`src/rtl/sa_array_3x3_pkg.sv`:
```
`default_nettype none
// ============================================================================
// Module   : sa_array_3x3_pkg
// Brief    : Shared widths and latency for the 3x3 systolic MAC array.
// Revision : 1.0
// ============================================================================
package sa_array_3x3_pkg;

    localparam int DATA_W     = 8;
    localparam int PSUM_W     = 18;
    localparam int N          = 3;
    localparam int PROD_W     = 2 * DATA_W;
    // Edge-to-edge delay from an accepted column to its aligned results.
    localparam int SA_LATENCY = 4;

    typedef logic [DATA_W-1:0] data_t;
    typedef logic [PSUM_W-1:0] psum_t;

endpackage
`default_nettype wire

```
`src/rtl/sa_pe.sv`:
```
`default_nettype none
// ============================================================================
// Module   : sa_pe
// Brief    : Weight-stationary PE: weight register, feature pass-through,
//            multiply-accumulate into a registered partial sum.
// Revision : 1.0
// ============================================================================
module sa_pe
    import sa_array_3x3_pkg::*;
(
    input  logic              clk,
    input  logic              rst,
    input  logic              i_w_we,
    input  logic [DATA_W-1:0] i_w_data,
    input  logic [DATA_W-1:0] i_f,
    input  logic [PSUM_W-1:0] i_p,
    output logic [DATA_W-1:0] o_f,
    output logic [PSUM_W-1:0] o_p
);

    logic [DATA_W-1:0] r_weight;
    logic [DATA_W-1:0] r_f;
    logic [PSUM_W-1:0] r_p;
    logic [PROD_W-1:0] w_prod;

    assign w_prod = PROD_W'(i_f) * PROD_W'(r_weight);

    always_ff @(posedge clk or posedge rst) begin
        if (rst) begin
            r_weight <= '0;
            r_f      <= '0;
            r_p      <= '0;
        end else begin
            if (i_w_we) begin
                r_weight <= i_w_data;
            end
            r_f <= i_f;
            r_p <= i_p + PSUM_W'(w_prod);
        end
    end

    assign o_f = r_f;
    assign o_p = r_p;

endmodule
`default_nettype wire

```
`src/rtl/sa_array_3x3.sv`:
```
`default_nettype none
// ============================================================================
// Module   : sa_array_3x3
// Brief    : 3x3 weight-stationary systolic MAC array with internal input
//            skew, output de-skew, valid pipeline and busy-gated weight load.
// Revision : 1.0
// ============================================================================
module sa_array_3x3
    import sa_array_3x3_pkg::*;
(
    input  logic              clk,
    input  logic              rst,
    input  logic              sa_en,
    input  logic [DATA_W-1:0] feature_1,
    input  logic [DATA_W-1:0] feature_2,
    input  logic [DATA_W-1:0] feature_3,
    input  logic              w_load,
    input  logic [1:0]        w_row,
    input  logic [DATA_W-1:0] weight_1,
    input  logic [DATA_W-1:0] weight_2,
    input  logic [DATA_W-1:0] weight_3,
    output logic [PSUM_W-1:0] psum_1,
    output logic [PSUM_W-1:0] psum_2,
    output logic [PSUM_W-1:0] psum_3,
    output logic              out_valid,
    output logic              busy
);

    localparam int c_VALID_STAGES = SA_LATENCY + 1;

    data_t                     w_feat   [N];
    data_t                     w_weight [N];
    data_t                     w_f      [N][N+1];
    psum_t                     w_p      [N+1][N];
    psum_t                     w_col    [N];
    logic [N-1:0]              w_row_we;
    logic                      w_busy;
    logic [c_VALID_STAGES-1:0] r_valid;

    // Idle cycles inject a zero column so the array free-runs with bubbles.
    assign w_feat[0]   = sa_en ? feature_1 : '0;
    assign w_feat[1]   = sa_en ? feature_2 : '0;
    assign w_feat[2]   = sa_en ? feature_3 : '0;
    assign w_weight[0] = weight_1;
    assign w_weight[1] = weight_2;
    assign w_weight[2] = weight_3;

    assign w_busy = sa_en | (|r_valid);

    generate
        for (genvar r = 0; r < N; r++) begin : g_row
            if (r == 0) begin : g_direct
                assign w_f[r][0] = w_feat[r];
            end else begin : g_skew
                data_t r_skew [r];
                always_ff @(posedge clk or posedge rst) begin
                    if (rst) begin
                        for (int i = 0; i < r; i++) r_skew[i] <= '0;
                    end else begin
                        r_skew[0] <= w_feat[r];
                        for (int i = 1; i < r; i++) r_skew[i] <= r_skew[i-1];
                    end
                end
                assign w_f[r][0] = r_skew[r-1];
            end

            // Row select 3 matches no row, so it writes nothing.
            assign w_row_we[r] = w_load & ~w_busy & (w_row == 2'(r));

            for (genvar c = 0; c < N; c++) begin : g_col
                sa_pe u_pe (
                    .clk      (clk),
                    .rst      (rst),
                    .i_w_we   (w_row_we[r]),
                    .i_w_data (w_weight[c]),
                    .i_f      (w_f[r][c]),
                    .i_p      (w_p[r][c]),
                    .o_f      (w_f[r][c+1]),
                    .o_p      (w_p[r+1][c])
                );
            end
        end

        for (genvar c = 0; c < N; c++) begin : g_out
            assign w_p[0][c] = '0;
            if (c == N - 1) begin : g_direct
                assign w_col[c] = w_p[N][c];
            end else begin : g_deskew
                localparam int c_DEPTH = N - 1 - c;
                psum_t r_dly [c_DEPTH];
                always_ff @(posedge clk or posedge rst) begin
                    if (rst) begin
                        for (int i = 0; i < c_DEPTH; i++) r_dly[i] <= '0;
                    end else begin
                        r_dly[0] <= w_p[N][c];
                        for (int i = 1; i < c_DEPTH; i++) r_dly[i] <= r_dly[i-1];
                    end
                end
                assign w_col[c] = r_dly[c_DEPTH-1];
            end
        end
    endgenerate

    always_ff @(posedge clk or posedge rst) begin
        if (rst) begin
            r_valid <= '0;
        end else begin
            r_valid <= {r_valid[c_VALID_STAGES-2:0], sa_en};
        end
    end

    assign psum_1    = w_col[0];
    assign psum_2    = w_col[1];
    assign psum_3    = w_col[2];
    assign out_valid = r_valid[c_VALID_STAGES-1];
    assign busy      = w_busy;

endmodule
`default_nettype wire
```
`config.mk`:
```
export PLATFORM = sky130hd
export DESIGN_NAME = sa_array_3x3
export DESIGN_NICKNAME = d
export VERILOG_FILES = /design/src/rtl/sa_array_3x3_pkg.sv /design/src/rtl/sa_pe.sv /design/src/rtl/sa_array_3x3.sv
export SDC_FILE = /design/constraint.sdc
export NUM_CORES = 2
export LEC_CHECK = 0
export ABC_AREA = 1
export CORE_MARGIN = 2
export CORE_UTILIZATION = 45
export CTS_CLUSTER_DIAMETER = 30
export CTS_CLUSTER_SIZE = 40
export DETAILED_ROUTE_END_ITERATION = 7
export PLACE_DENSITY = 0.69
export SKIP_CTS_REPAIR_TIMING = 1
export SLEW_MARGIN = 20
export SYNTH_ARGS = -nofsm -noshare
export SYNTH_HDL_FRONTEND = slang
export SYNTH_HIERARCHICAL = 1
export SYNTH_SLANG_ARGS = --single-unit
```
`constraint.sdc`:
```
create_clock -name clk -period 4.4 [get_ports clk]
set_input_delay 0.88 -clock clk [delete_from_list [all_inputs] [get_ports clk]]
set_output_delay 0.88 -clock clk [all_outputs]
set_load 0.03 [all_outputs]
```
==> run metrics <==
share of post-route cells with drive strength above 1=9.04%; cts bufs inserted=77; Design Power=14.5 mW; run status=complete, no violations; RSZ-0062 raised after global routing=true; final hold vios=0; yosys synthesis warning count=6; final worst path period need=4.23 ns; start-to-end type of the worst setup path=in -> reg; category of the worst setup path launch point=input pin; cell repeated most along the worst path=sky130_fd_sc_hd__nand2_1; Crit path largest cell delay=0.53 ns; required arrival time at the worst endpoint=4.89 ns; maximum clock skew at final layout=0.0340 ns; Cell Count Post-Placement=5576; dpl cell area=39200 um2; die outline width=290 um; number of antenna repair diodes=0; ratio of final minimum period to clock period=96.2%; Critical Path AT=4.72 ns; most common library cell in the layout ignoring fill and taps=sky130_fd_sc_hd__inv_1; CP max-delay cell=sky130_fd_sc_hd__fa_1; maximum fanout encountered on the critical timing path=9; post-synthesis average cell area=8.21 um2; half-perimeter wire length after placement=61600 um; I/O pins=110; Starting Density=45.5%; min setup slack post-route=0.169 ns; highest ir drop seen on vdd=298 uV; number of levels the H-tree was split into=3; number of max-slew violations in the final report=0; Hold/Removal Path Class=reg -> reg; overall die area=83900 um2; die height=290 um; detail-routed via count per cell=4.59; cell area after synthesis=36700 um2; ordered list of cells on the worst path=clkdlybuf4s50_1 > nand2_1 > inv_1 > buf_12 > nand2_1 > fa_1 > inv_1 > fa_1 > fa_1 > fa_1 > ha_1 > nand2_1 > nand2_1 > nand2_1 > nand2_1 > a21oi_2 > nand2_1 > nand2_1 > nand2_1; remaining antenna violation count=0; count of input and output buffers=109; antenna violations before repair=0; number of DRC violations after detailed routing=0; clock latency at the later pin of the worst-skew pair=0.62 ns; sum of negative setup slack=0 ns; core box area=80700 um2; number of instances in the synthesized netlist=4475; routed vias=26200; Final Cell Area=41900 um2; number of nets in the final layout=5463; kind of capture point of the worst setup path=flop; Longest Clk Path Bufs=3; maximum number of pins on one net before global-route repair=56; number of maximum-capacitance violations=0; final setup fails=0; CTS clk-pin slew, worst paths=0.05 ns; Least-Margin Pin Slew=0.949 ns; Initial DRT Pass Iterations=7; All-Layer GR Usage=19.7%; num rows=104; number of cells in the finished layout apart from fillers=5719; Power Density=347 nW/um2; layout-stage area growth over the synthesis result=14.0%; clock tree from TritonCTS=done; WL per Instance=13.3 um; utilization after layout=51.9%; routed wire length=75800 um; number of global-route vias before repair=28800; most used cells in the layout excluding fill and tap cells=1393 x sky130_fd_sc_hd__inv_1, 1160 x sky130_fd_sc_hd__nand2_1, 448 x sky130_fd_sc_hd__fa_1, 358 x sky130_fd_sc_hd__dfrtp_1, 354 x sky130_fd_sc_hd__ha_1; static leakage=25.4 nW; Routability Congestion=0.865; global-route wire length before repair=134000 um; DP Worst Slack=-0.746 ns; clock tree root driver cell=sky130_fd_sc_hd__clkbuf_16; clock sink total=365; Post-Route Hold Slack=0.332 ns; global route total overflow=0; worst slew margin relative to its limit=36.5%; starting DRC count in detailed routing=1194; Fmax achieved=236 MHz
## cell type report
class / instances / area [um2]
Multi-Input combinational cell: 2573 / 21900
Tap cell: 1060 / 1330
Inverter: 1416 / 5320
Timing Repair Buffer: 166 / 1570
Sequential cell: 365 / 9140
Clock buffer: 88 / 2050
Fill cell: 7498 / 38800
Clock inverter: 51 / 609
## sequential cells by signal, indices dropped and copies added (netlist names)
register and flops:
g_row.g_col.u_pe/o_p 162, g_row.g_skew.r_skew 24, g_out.g_deskew.r_dly 18, psum_2 18, g_row.g_col.u_pe/o_f 48, psum_1 18, r_valid 5, g_row.g_col.u_pe/r_weight 72
## path summary, 6_finish.rpt
| kind | start | to | slack, ns | cells after the start |
|---|---|---|---|---|
| hold / removal | g_out[0].g_deskew.r_dly[31] | psum_1[13] | 0.33 | 0 |
| setup reg to reg | g_row[0].g_col[2].u_pe/r_weight[4] | g_row[0].g_col[2].u_pe/o_p[16] | 0.31 | 17 |
| min in group asynchronous | rst | g_row[1].g_col[2].u_pe/r_weight[1] | 1.14 | 2 |
| hold reg to reg | g_out[0].g_deskew.r_dly[31] | psum_1[13] | 0.33 | 0 |
| max in group asynchronous | rst | g_row[0].g_col[1].u_pe/o_p[17] | 2.21 | 3 |
| setup / recovery | feature_1[6] | g_row[0].g_col[0].u_pe/o_p[16] | 0.17 | 19 |
## metal layers
layer	routed length, um	global-route usage, %	up-vias
li1	-	-	12800
met1	31000	23.6	12800
met2	38900	36.0	497
met3	3360	2.89	141
met4	2470	6.83	0
met5	0	0	-
## worst max-delay path: cells and delay by family
family	cells	cell delay, ns
adder cells (fa/ha/maj)	5	2.38
buffers and inverters	4	0.71
AND/OR/NAND/NOR	9	0.59
AO/OA/AOI/OAI	1	0.16
## report_power, final
group	internal, mW	leakage, nW	switching, mW
clock	3.81	1.27	2.00
sequential	3.94	4.48	0.405
combinational	1.70	19.6	2.67
total	9.45	25.4	5.07
No activity file was read; power rests on OpenSTA's default activity.
